[src/rtl/shift_pkg.sv]
// Shared types for the sequential shift unit: operation codes, FSM states
// and a width helper for the per-cycle shift amount.
package shift_pkg;

  typedef enum logic [1:0] {
    SH_SLL  = 2'b00,
    SH_SRL  = 2'b01,
    SH_SRA  = 2'b10,
    SH_ROTR = 2'b11
  } shift_op_t;

  typedef enum logic [1:0] {
    S_IDLE  = 2'd0,
    S_SHIFT = 2'd1,
    S_DONE  = 2'd2
  } shift_state_t;

  // Bits needed to hold a per-cycle shift amount in 0..step
  function automatic int unsigned step_k_width(input int unsigned step);
    return $clog2(step + 1);
  endfunction

endpackage

[src/rtl/shift_step.sv]
// Single combinational shift stage: shifts WIDTH bits by k (0..STEP).
// Rotate-right support is built only when SEQ_SHIFT_ROTATE_EN is defined;
// otherwise op 11 falls through to the SLL path.
module shift_step
  import shift_pkg::*;
#(
  parameter int unsigned WIDTH = 32,
  parameter int unsigned STEP  = 4,
  localparam int unsigned KW   = step_k_width(STEP)
) (
  input  logic [WIDTH-1:0] data,
  input  logic [KW-1:0]    k,
  input  logic [1:0]       op,
  output logic [WIDTH-1:0] result
);

`ifdef SEQ_SHIFT_ROTATE_EN
  localparam int unsigned RW = $clog2(WIDTH) + 1;

  logic [RW-1:0] rot_left;

  // Left-shift amount that brings the low k bits round to the top
  assign rot_left = RW'(WIDTH) - RW'(k);
`endif

  // One shift step for the selected operation
  always_comb begin
    result = data << k;
    case (op)
      SH_SRL:  result = data >> k;
      SH_SRA:  result = WIDTH'($signed(data) >>> k);
`ifdef SEQ_SHIFT_ROTATE_EN
      SH_ROTR: result = (data >> k) | (data << rot_left);
`endif
      default: result = data << k;
    endcase
  end

endmodule

[src/rtl/seq_shift_unit.sv]
// Multi-cycle SLL/SRL/SRA unit, shifting at most STEP bits per cycle, with
// valid/ready handshakes on both sides and a synchronous flush.
// Define SEQ_SHIFT_ROTATE_EN to make op 11 a rotate-right; without it op 11
// is treated as SLL and no rotate logic is built.
module seq_shift_unit
  import shift_pkg::*;
#(
  parameter int unsigned WIDTH   = 32,
  parameter int unsigned STEP    = 4,
  localparam int unsigned SHAMT_W = $clog2(WIDTH)
) (
  input  logic               clk,
  input  logic               reset,
  input  logic               in_valid,
  output logic               in_ready,
  input  logic [WIDTH-1:0]   in_data,
  input  logic [SHAMT_W-1:0] in_shamt,
  input  logic [1:0]         in_op,
  input  logic               flush,
  output logic               out_valid,
  input  logic               out_ready,
  output logic [WIDTH-1:0]   out_data,
  output logic               busy
);

  localparam int unsigned KW = step_k_width(STEP);
  localparam int unsigned CW = SHAMT_W + 1;

  shift_state_t       state_q, state_d;
  logic [WIDTH-1:0]   work_q, work_d;
  logic [SHAMT_W-1:0] rem_q, rem_d;
  logic [1:0]         op_q, op_d;
  logic [WIDTH-1:0]   out_data_d;
  logic               in_ready_d;
  logic               out_valid_d;
  logic               busy_d;

  logic [KW-1:0]      step_k;
  logic [SHAMT_W-1:0] rem_after;
  logic [WIDTH-1:0]   step_res;

  // Map the requested op onto what this build implements
  function automatic logic [1:0] decode_op(input logic [1:0] op);
`ifdef SEQ_SHIFT_ROTATE_EN
    return op;
`else
    return (op == 2'(SH_ROTR)) ? 2'(SH_SLL) : op;
`endif
  endfunction

  // Bits to shift this cycle: min(STEP, remaining), and what is left after
  always_comb begin
    step_k = KW'(rem_q);
    if (CW'(rem_q) >= CW'(STEP)) begin
      step_k = KW'(STEP);
    end
    rem_after = SHAMT_W'(CW'(rem_q) - CW'(step_k));
  end

  shift_step #(
    .WIDTH (WIDTH),
    .STEP  (STEP)
  ) u_step (
    .data   (work_q),
    .k      (step_k),
    .op     (op_q),
    .result (step_res)
  );

  // Next-state, datapath and registered-output logic
  always_comb begin
    state_d    = state_q;
    work_d     = work_q;
    rem_d      = rem_q;
    op_d       = op_q;
    out_data_d = out_data;

    case (state_q)
      S_IDLE: begin
        if (in_valid && in_ready) begin
          work_d = in_data;
          rem_d  = in_shamt;
          op_d   = decode_op(in_op);
          if (in_shamt == '0) begin
            state_d    = S_DONE;
            out_data_d = in_data;
          end else begin
            state_d = S_SHIFT;
          end
        end
      end
      S_SHIFT: begin
        work_d = step_res;
        rem_d  = rem_after;
        // The step that empties the counter also publishes the result
        if (rem_after == '0) begin
          state_d    = S_DONE;
          out_data_d = step_res;
        end
      end
      S_DONE: begin
        if (out_ready) begin
          state_d = S_IDLE;
        end
      end
      default: state_d = S_IDLE;
    endcase

    // Flush aborts everything but leaves the last published result visible
    if (flush) begin
      state_d    = S_IDLE;
      out_data_d = out_data;
    end

    in_ready_d  = (state_d == S_IDLE);
    out_valid_d = (state_d == S_DONE);
    busy_d      = (state_d != S_IDLE);
  end

  // State and datapath registers
  always_ff @(posedge clk or posedge reset) begin
    if (reset) begin
      state_q   <= S_IDLE;
      work_q    <= '0;
      rem_q     <= '0;
      op_q      <= '0;
      out_data  <= '0;
      in_ready  <= 1'b1;
      out_valid <= 1'b0;
      busy      <= 1'b0;
    end else begin
      state_q   <= state_d;
      work_q    <= work_d;
      rem_q     <= rem_d;
      op_q      <= op_d;
      out_data  <= out_data_d;
      in_ready  <= in_ready_d;
      out_valid <= out_valid_d;
      busy      <= busy_d;
    end
  end

endmodule

[config.mk]
export PLATFORM = sky130hd
export DESIGN_NAME = seq_shift_unit
export DESIGN_NICKNAME = d
export VERILOG_FILES = /design/src/rtl/shift_pkg.sv /design/src/rtl/shift_step.sv /design/src/rtl/seq_shift_unit.sv
export SDC_FILE = /design/constraint.sdc
export NUM_CORES = 1
export LEC_CHECK = 0
export ABC_AREA = 1
export CORE_MARGIN = 2
export CORE_UTILIZATION = 60
export CTS_CLUSTER_DIAMETER = 60
export DETAILED_ROUTE_END_ITERATION = 12
export PLACE_DENSITY = 0.87
export SYNTH_ARGS = -nofsm -noshare
export SYNTH_HDL_FRONTEND = slang
export SYNTH_SLANG_ARGS = --single-unit
[constraint.sdc]
create_clock -name clk -period 6 [get_ports clk]
set_input_delay 1.2 -clock clk [delete_from_list [all_inputs] [get_ports clk]]
set_output_delay 1.2 -clock clk [all_outputs]
set_load 0.01 [all_outputs]
# == Yosys cells after proc, flatten, opt, wreduce, memory -nomap -nowiden ==
# Cells that the tools add are included.
# word_totals
regBits,76
inputBits,44
output_inout_bits,35
word_cells,50
# op_classes
n_addsub,1
magnitude_cmp,1
n_eq_ne,9
shifts,3
muxes,17
bitwise_logic,1
n_reduce_logical,10
# ops
op,n
32-bit case mux with 2 select lines,3
32-bit 2-to-1 mux,4
32-bit by 3-bit left shift with 32-bit output,1
32-bit by 3-bit right shift with 32-bit output,1
32-bit by 3-bit >>> shifter with 32-bit output,1
2-bit 2-to-1 mux,6
5-bit zero test,2
5-bit case mux with 2 select lines,1
"2-bit equality test, second input constant",4
"2-bit inequality test, second input constant",3
2-bit case mux with 3 select lines,1
"5-bit by 3-bit >= comparator with 1-bit output, second input constant",1
5-bit 2-to-1 mux,1
5-bit AND reduction,1
5-bit by 3-bit subtractor with 5-bit output,1
"2-bit by 1-bit equality test with 1-bit output, second input constant",2
2-bit zero test,2
2-bit AND reduction,2
2-bit nonzero test,2
3-bit 2-to-1 mux,1
1-bit logical AND,1
1-bit NOT,1

# == Depth between registers and ports, before layout ==
# depth
ltp_word,8
depth_mapped,16
depth_no_buf,15

# == Cells and area by module ==
# A second synthesis with hierarchy kept.
# unflattened
hier_cells,816
area_unflattened_um2,5824.3
# modules_own_cells
mod,instances,cells_each,area_per_inst_um2
seq_shift_unit,1,336,3438.3
shift_step,1,480,2386.0

# == Worst setup path before layout ==
# OpenSTA, ideal clock, no wires.
# synth_timing
kind,input to register
startpoint,in in_valid
endpoint,reg out_data[1]
arrival_time_ns,2.263
setup_slack_ns,3.621
stages,10
cell_sequence,nand2_1 -> nor2_4 -> nor2_4 -> inv_2 -> nand2_1 -> a31oi_1 -> nand2_2 -> buf_2 -> nand2_1 -> nand2_1
# synth_via
elab_chain_len,3
# synth_lines
item,line_no,source
start: declaration,seq_shift_unit.sv:14,"input logic in_valid,"
1-bit logical AND,seq_shift_unit.sv:80,if (in_valid && in_ready) begin
2-bit inequality test (no line),--,
5-bit AND reduction (no line),--,
end signal: assignment,seq_shift_unit.sv:136,out_data <= out_data_d;
end: declaration,seq_shift_unit.sv:22,"output logic [WIDTH-1:0] out_data,"
# Every way passes these cells.
# A chain may end at the register's enable or synchronous reset.

# == Worst setup path in the final report ==
# layout_timing
startpoint,reg rem_q[3]
endpoint,reg out_data[4]
# layout_via
elab_chain_len,6
elab_cells_between_ends,12
classes_between,add/sub: 1; order compare: 1; eq/ne: 1; shift: 3; mux: 4; reduce/logical: 2
# layout_lines
item,line_no,source
start: declaration,seq_shift_unit.sv:31,"logic [SHAMT_W-1:0] rem_q, rem_d;"
start signal: assignment,seq_shift_unit.sv:134,rem_q <= rem_d;
5-bit by 3-bit >= comparator with 1-bit output,seq_shift_unit.sv:54,if (CW'(rem_q) >= CW'(STEP)) begin
3-bit 2-to-1 mux,seq_shift_unit.sv:54,
"5-bit by 3-bit subtractor with 5-bit output, or another cell as far along",seq_shift_unit.sv:57,rem_after = SHAMT_W'(CW'(rem_q) - CW'(step_k));
5-bit zero test / 32-bit case mux with 2 select lines (equally long branches),"seq_shift_unit.sv:96, shift_step.sv:29",
2-bit inequality test (no line) / 32-bit 2-to-1 mux (equally long branches),--,
5-bit AND reduction (no line) / 32-bit case mux with 2 select lines (equally long branches),--,
# Parallel ways exist; a longest one is shown, timed or not. The select of a mux whose other input is x is not followed.

==> implementation parameters <==
Parameter                              Value

Run status
  Result of the run ... completed

Logic synthesis
  Ys flop type ... dfrtp_1
  Fraction of synthesized cell area taken by the top area cell type ... 0.3414
  Fraction of registers with async set or reset after synthesis ... 1.000
  Synth Area per Inst ... between 6 and 7 um2
  Register area share after synthesis ... 0.3462
  Number of enable flip-flop cells after synthesis ... 0
  Dominant cells by area after synthesis ... dfrtp_1 34%, nand2_1 23%, nand3_1 16%, nor2_1 5.3%, nand4_1 3.8%
  Dominant cell by count in the synthesized netlist ... nand2_1
  Synth warnings ... 0
  Post-synth top cells ... 334 x nand2_1, 173 x nand3_1, 78 x nor2_1
  Post-synth net total ... roughly 930
  Synthesis-stage register bit count ... 76
  Cell count after synthesis ... 880
  Mapped cell area ... 5498 um2
  Cell taking the most area after synthesis ... dfrtp_1
  Yosys cell types ... 33

Placement
  Count of placed standard cells including taps ... ~1000
  Final weighted congestion of routability-driven global placement ... approximately 1.1
  Placement Cell Area ... 6223 um2
  Post-DP HPWL ... between 10 and 15 mm
  Port Buffers ... slightly below 80

Power
  PwrDens ... 542.9 nW/um2
  Highest ir drop seen on vdd ... approximately 0.00030 V
  Leakage dissipation ... just over 3 nW

Setup path
  Startpoint types ... flop
  CP arrival ... approximately 4300 ps
  Worst setup path category ... reg -> reg
  Largest fanout on the critical path ... 34
  Origin of the critical flop-to-flop path ... rem_q[3]
  Worst reg2reg path depth ... 15
  Setup slack of the most critical reg-to-reg path ... 2020 ps
  RR Endpoint ... out_data[4]
  Critical path capture point type ... flop
  Required @ worst endpoint ... around 6300 ps

STA
  Final worst path period share ... 0.6625
  Max Clock Freq ... ~250 MHz
  Post-route minimum period ... between 3000 and 4000 ps
  Setup TNS after final layout ... 0 ps
  Tightest Pin Transition ... 1112 ps
  Fin Clk Skew ... about 11 ps
  Worst rel slew slack ... 0.2543
  Final Hold Violating Endpoints ... 0
  Unrepaired setup endpoints after global routing ... false
  Number of endpoints failing setup at the final stage ... 0
  Total count of max-transition violations in the final report ... 0

Global routing
  Vias in the first global route ... a little under 6000
  Remaining global-route overflow ... 0
  First-pass GRT wire length ... between 20 and 30 mm
  Global-route total usage across every layer ... 0.3516
  Initial antenna violation count ... 0
  Pin count of the biggest net entering global routing ... 64

Final layout
  Total area of sequential cells ... 1903 um2
  Ratio of cells with drive above 1 in the final layout ... 0.04418
  NumNets Final ... slightly below 1000
  Finished Layout Cells ... ~1000
  Area used by multi-input combinational logic ... between 3000 and 4000 um2
  Final antenna diode count ... 0
  Fill count ... 735
  Layout-stage area growth over the synthesis result ... 16.70%
  Cell area after layout ... 6416 um2

Floorplan
  Vertical extent of the die ... around 100 um
  Initial Utilization ... 0.6243
  Count of pins on the block boundary ... between 70 and 80
  Core Box Area ... 8806 um2
  Number of rows created at floorplan ... 34
  Die X ... between 90 and 100 um
  Die area ... approximately 10000 um2

Min path
  End point of the most critical hold path ... out_data[19]
  Worst min-delay path category ... reg -> reg
  Startpoint of the tightest hold check path ... out_data[19]
  Worst hold path stage count ... 2

CTS
  Clock Pin Slew Worst Setup and Hold Paths ... about 90 ps
  Setup bufs post-CTS ... 0
  Resized Gates After CTS ... 0
  Clock latency of the later-clocked register in the worst-skew pair ... 350 ps
  Clock tree buffer depth ... 2
  CTS Buf Count ... 9
  Clk Tree Root Cell ... clkbuf_8
  Cts hold-fix bufs ... 0
  Htree depth ... 3
  CTS tree ... yes
  Clock net sink count ... 76

Drt
  Wire length per cell after detailed routing ... 16.50 um
  First-iteration detailed-routing DRC count ... roughly 830
  DR DRC count ... 0
  Number of detailed-route iterations in the first pass ... 6
  Post-detailed-route count of antenna-violating nets ... 0
  Wirelength, routed ... ~17 mm
  Via count ... between 6000 and 7000
  Average vias per placed instance ... between 6 and 7

Flow run
  Max-cap violations ... 0
[stage by stage]
step	hold WS [ps]	total power [W]	setup slack, ps	util
5_1_grt	507.8	0.003745	1699	0.7286
4_1_cts	488.4	0.003413	2128	0.7286
3_5_place_dp	465.0	0.003003	2153	0.7067
3_3_place_gp	460.5	0.002969	2201	0.7067
6_report	483.1	0.003483	2025	0.7286
2_1_floorplan	448.9	0.002387	2863	-
[sequential cells by signal, summed over array words and instances, names as in the netlist]
signal and count:
out_data 32, work_q 32, rem_q 5, op_q 2
state_q 2, busy 1, in_ready 1, out_valid 1
[how the worst max path moves through the flow]
stage,startpoint,endpoint,depth (start not counted)
after global placement,rem_q[3],out_data[4],14
after floorplan,reset,busy,1
after global routing,rem_q[3],out_data[4],15
after detailed placement,rem_q[3],out_data[4],14
final,rem_q[3],out_data[4],15
after CTS,rem_q[3],out_data[4],15
[worst max-delay path, stage by stage (launching register included)]
cell and delay, ps:
dfrtp_1 430, nor2_4 630, nand2_2 670, nand2_2 250, ha_1 200, inv_1 60, nand3_1 90, nand2_1 90
nor2_1 160, nand3_1 90, nand2_1 100, nand2_2 50, buf_4 250, inv_2 460, nand2_1 240, nand2_1 110
[kinds of logic (layout without fill, tap and decap cells)]
logic type | count (synthesis) | after routing | synth area share
other | 1 | 1 | 0.0006821
flip-flops | 76 | 76 | 0.3462
AO/OA/AOI/OAI | 74 | 74 | 0.07579
AND/OR/NAND/NOR | 629 | 629 | 0.4945
adder cells (fa/ha/maj) | 3 | 3 | 0.006828
buffers and inverters | 97 | 145 | 0.07601
[cells in the final DEF (no fill, tap or decap), types with 2 or more instances in the layout]
| cell type | count |
|---|---|
| clkinv_2 | 2 |
| inv_1 | 34 |
| nor2_4 | 4 |
| ha_1 | 3 |
| inv_2 | 5 |
| buf_4 | 9 |
| nand4_1 | 33 |
| a21oi_1 | 25 |
| o211ai_1 | 3 |
| clkbuf_8 | 9 |
| nand2_2 | 3 |
| nand2_1 | 334 |
| nand3_1 | 173 |
| o21ai_0 | 12 |
| o21ai_1 | 10 |
| dfrtp_1 | 75 |
| clkdlybuf4s50_1 | 78 |
| clkinv_1 | 2 |
| nor3_1 | 2 |
| clkinv_4 | 2 |
| a31oi_1 | 18 |
| nor2_1 | 78 |
[metal layers]
layer | global-route usage | share of wire | vias up | routed length (um)
met5 | 0 | 0 | - | 0
met4 | 0.1033 | 0.021 | 0 | 364
met3 | 0.05060 | 0.11 | 51 | 1898
met2 | 0.5369 | 0.44 | 488 | 7502
met1 | 0.5220 | 0.43 | 2924 | 7329
li1 | - | - | 3005 | -
[where the power goes]
group / total [W] / internal (W) / switching, W / leakage [nW]
Clock: 0.000399 / 0.000193 / 0.000206 / 0.0962
Sequential: 0.000950 / 0.000743 / 0.000206 / 0.934
Combinational: 0.00213 / 0.000740 / 0.00139 / 2.02
[cell type report]
class	count	share of cell area
clock buffers	10	0.01989
well taps	108	0.02106
inverters	42	0.02496
clock inverters	6	0.01014
repair buffers	87	0.1322
flip-flops and latches	76	0.2966
multi-input cells	707	0.4951
(Power assumes the default switching activity.)
==> RTL change 1, RTL diff (same settings) <==
`WIDTH` is set to 32 in 2 places; all go to 64.
--- a/src/rtl/shift_step.sv
+++ b/src/rtl/shift_step.sv
@@ -4,7 +4,7 @@
 module shift_step
   import shift_pkg::*;
 #(
-  parameter int unsigned WIDTH = 32,
+  parameter int unsigned WIDTH = 64,
   parameter int unsigned STEP  = 4,
   localparam int unsigned KW   = step_k_width(STEP)
 ) (
--- a/src/rtl/seq_shift_unit.sv
+++ b/src/rtl/seq_shift_unit.sv
@@ -5,7 +5,7 @@
 module seq_shift_unit
   import shift_pkg::*;
 #(
-  parameter int unsigned WIDTH   = 32,
+  parameter int unsigned WIDTH   = 64,
   parameter int unsigned STEP    = 4,
   localparam int unsigned SHAMT_W = $clog2(WIDTH)
 ) (
Interface: changed (resized in_data, in_shamt and out_data); port bits go from 79 to 144. The function was not compared with the original's and may differ.
==> RTL change 1 against the original RTL <==
First-iteration DRC count increased by 150%. Cell count increased by 97%. Critical path depth decreased by 6. Clock power increased to 2.8 times the old value. Global-route usage increased by 0.36 points. Design area increased by 97%. Die area increased by 90%. Routed wire length increased by 94%. Synthesized area increased by 94%. Largest cell class unchanged. Worst setup slack improved by 0.32 ns. Highest routed layer unchanged. Synthesized cell count increased by 97%. Sequential share of layout area decreased by 1.7 points. Sequential cell count increased by 65. Total power increased by 84%.
==> RTL change 1: results (changes against the original RTL) <==
| Metric | Value |
|---|---|
| Post-Place Worst Slack | `2.407 ns (+0.2543 ns)` |
| IO Port Bufs | `143 (+83%)` |
| Vias in the first global route | `11,190 (+91%)` |
| Post-Route WL | `33,120 um (+94%)` |
| Via density | `6.149 (-1.5%)` |
| Fill cells | `1,487 (+100%)` |
| Placed cells | `2,006 (+97%)` |
| Crit path launch | `rem_q[2]` |
| TritonCTS Buffers | `17 (+8)` |
| Run status | `finished, final reports clean` |
| Pin count of the biggest net entering global routing | `118 (+84%)` |
| Clock skew | `0.007899 ns (-0.003053 ns)` |
| Area after DPL | `0.01202 sq mm (+93%)` |
| Hold path start | `out_data[30]` |
| Sequential share of the synthesized area | `33.08% (-1.5 points)` |
| Final Wtd Congestion | `0.9259 (-16%)` |
| Mapped Cells | `1,736 (+97%)` |
| GRT Overall Usage | `35.52% (+0.36 points)` |
| Leakage | `6.183 nW (+100%)` |
| Max_slew headroom | `16.39% (-9.0 points)` |
| 1st-iter DRT viols | `2,035 (+150%)` |
| Crit-path max FO | `64 (+88%)` |
| Wirelength per Cell | `16.25 um (-1.5%)` |
| Synth Area in Adders | `0.2345% (-0.45 points)` |
| Top cells by count, synth | `nand2_1 (674), nand3_1 (471), dfrtp_1 (140), nor2_1 (107), or2_2 (63)` |
| Peak supply drop | `0.3145 mV (+6.4%)` |
| Fin area | `0.01262 sq mm (+97%)` |
| Top Registers | `out_data x64, work_q x64, rem_q x6` |
| Final nets | `1,879 (+94%)` |
| Syn nets | `1,815 (+96%)` |
| Post-synthesis compound-gate area fraction | `4.444% (-3.1 points)` |
| Synth cell types | `36 (+9.1%)` |
RTL change 1: changes by cell type after synthesis, sizes merged, moves of 32 or more:
cell and delta:
nand2 +339, dfrtp +65, buf +35, or2 +63, nor2 +32, nand3 +299
RTL change 1: area by class of cell:
type,instances,share of cell area [%]
inverter,55,1.675
sequential,141,27.96
tap,225,2.230
multi-input combinational,1430,51.33
clock buffer,18,3.399
timing repair buffer,155,12.05
clock inverter,14,1.358
RTL change 1: cell families after synthesis:
kind of cell / count (synthesis)
adder cells (fa/ha/maj): 2
flip-flops: 141
buffers and inverters: 165
AND/OR/NAND/NOR: 1349
AO/OA/AOI/OAI: 79
RTL change 1: report_power, final:
part	total [W]	leakage, nW	internal, W	switching (W)
Sequential	0.00180	1.74	0.00139	0.000405
Combinational	0.00352	4.16	0.00130	0.00223
Clock	0.00110	0.286	0.000653	0.000449
Total	0.00642	6.18	0.00334	0.00308
RTL change 1: per-layer routing:
metal	global-route usage, %	up-vias	wire [um]
met3	5.923	124	3990
met4	13.63	0	928
li1	-	5839	-
met2	54.84	886	14670
met1	50.05	5683	13520
met5	0	-	0
RTL change 1: worst paths after layout:
check	slack, ns	to	cells after the start
worst max register to register	2.34	work_q[57]	9
worst min-delay path	0.48	out_data[30]	2
worst max-delay path	2.34	work_q[57]	9
worst min register to register	0.48	out_data[30]	2
max in group asynchronous	3.53	work_q[37]	3
min in group asynchronous	1.28	out_data[4]	2
RTL change 1: critical path: stages (launching register included):
cell and delay, ns:
dfrtp_1 0.44, nor2_4 0.31, nand2_8 0.32, nor2_4 0.91, inv_1 0.87, nor2_1 0.27
nor2_1 0.07, o21ai_1 0.17, nand3_1 0.12, nand2_1 0.09
==> RTL change 2, RTL diff (config.mk and constraints unchanged) <==
Without the edit above. Make the reset (`reset`) synchronous in one clocked block.
--- a/src/rtl/seq_shift_unit.sv
+++ b/src/rtl/seq_shift_unit.sv
@@ -118,7 +118,7 @@
   end
 
   // State and datapath registers
-  always_ff @(posedge clk or posedge reset) begin
+  always_ff @(posedge clk) begin
     if (reset) begin
       state_q   <= S_IDLE;
       work_q    <= '0;
Behaviour: differs if reset is asserted again (counterexample within 4 cycles, from zero or initial values and one cycle with reset high); with reset held inactive, the same outputs for 4 cycles.
==> RTL change 2 against the original RTL <==
First-iteration DRC count up 41%. Design area up 9.1%. Cell count up 21%. Count of clock-buffer cells in the layout down 1. Routed wire length up 10%. Worst setup slack worse by 0.070 ns. Synthesized area up 10%. Sequential cell count unchanged. Sequential share of layout area down 7.9 points. Maximum frequency down 1.7%. Worst hold slack better by 0.020 ns. Critical endpoint is now out_data[31].
Power is not compared: it rests on default switching activity, and its combinational part moved more than twofold at a synthesized area within 25%.
==> RTL change 2: results (changes against the original RTL) <==
| Metric | Value |
|---|---|
| Run status | `finished, final reports clean` |
| Routed length on met1 | `8315 um (+13%)` |
| Most used DFF post-synth | `dfxtp_1` |
| Share of cells above drive strength 1 | `5.735% (+1.3 points)` |
| IO Port Bufs | `78 (unchanged)` |
| Post-Place Worst Slack | `1.857 ns (-0.2960 ns)` |
| Crit-path max FO | `54 (+59%)` |
| Int Pwr | `0.0009507 W` |
| Pin count of the biggest net entering global routing | `67 (+4.7%)` |
| Final Wtd Congestion | `0.9186 (-16%)` |
| Met2 wire length | `7807 um (+4.1%)` |
| Area after DPL | `0.006805 sq mm (+9.3%)` |
| Synth cell types | `26 (-21%)` |
| WHS | `0.5033 ns (+0.02026 ns)` |
| Post-CTS Repair Setup Buffers | `0 (unchanged)` |
| Synth Area in Adders | `0.6179% (-0.065 points)` |
| Final nets | `1,159 (+19%)` |
| Diodes inserted | `0 (unchanged)` |
| Vias in the first global route | `6,089 (+4.2%)` |
| Avg Inst Size Synth | `5.578 sq um (-11%)` |
| Via Count | `7,439 (+15%)` |
| Top cells by count, synth | `nand2_1 (283), nand3_1 (228), nor2_1 (113), inv_1 (89), dfxtp_1 (76)` |
| Clock skew | `0.01907 ns (+0.008114 ns)` |
| 1st-iter DRT viols | `1,167 (+41%)` |
| GRT Overall Usage | `33.85% (-1.3 points)` |
| M2 GR Usage | `48.46% (-5.2 points)` |
| Post-synthesis compound-gate area fraction | `11.12% (+3.5 points)` |
| Drt first pass iters | `8 (+2)` |
| MaxCap Viol Count | `0 (unchanged)` |
| Fill cells | `923 (+26%)` |
| Async S/R FF share, synth | `0% (-100 points)` |
| Flop2flop setup slack | `1.95 ns (-0.07 ns)` |
| DP HPWL | `12,460 um (+9.4%)` |
| Post-Route WL | `18,830 um (+10%)` |
| Peak supply drop | `0.1895 mV` |
| Sequential share of the synthesized area | `25.05% (-9.6 points)` |
| Wirelength per Cell | `15.07 um (-8.7%)` |
| M1 GR Usage | `50.81% (-1.4 points)` |
| Wire length on met3 | `2398 um (+26%)` |
| Synth-to-Final Area Change | `15.24%` |
| Setup WS post-layout | `1.955 ns (-0.06972 ns)` |
| Area contributors post-synth | `dfxtp_1 (25%), nand3_1 (19%), nand2_1 (17%)` |
| Worst Tran Pin Value | `1.071 ns (-0.04071 ns)` |
| Clk Latency, worst-skew pair | `0.38 ns (+0.03 ns)` |
| First-pass GRT wire length | `30,570 um (+7.6%)` |
| Syn nets | `1,136 (+23%)` |
| Met3 Usage GRT | `7.735% (+2.7 points)` |
| Worst EP arrival | `4.37 ns (+0.11 ns)` |
| Critical Path Max Stage Delay | `0.63 ns (-0.04 ns)` |
RTL change 2: changes by cell type after synthesis, sizes merged, moves of 24 or more:
cell | before | now
a21oi | 25 | 74
nand3 | 173 | 228
dfrtp | 75 | 0
or2 | 0 | 30
o21ai | 23 | 47
inv | 40 | 89
nor2 | 84 | 115
nand2 | 337 | 286
dfxtp | 0 | 76
RTL change 2: cell type report:
cell class                      instances  area share [%]
Clock buffer                            9           1.769
Clock inverter                          6           1.019
Inverter                               89           4.772
Multi-Input combinational cell        846           55.89
Sequential cell                        76           21.73
Tap cell                              133           2.377
Timing Repair Buffer                   90           12.44
RTL change 2: final timing paths:
path | start | to | depth (start not counted)
worst max-delay path | rem_q[4] | out_data[31] | 14
worst min-delay path | op_q[1] | op_q[1] | 2
worst max register to register | rem_q[4] | out_data[31] | 14
worst min register to register | op_q[1] | op_q[1] | 2
RTL change 2: cells by family after synthesis:
logic type | Yosys count
other cells | 1
flops | 76
buf+inv | 167
fa+ha+maj | 3
compound gates | 130
simple gates | 712
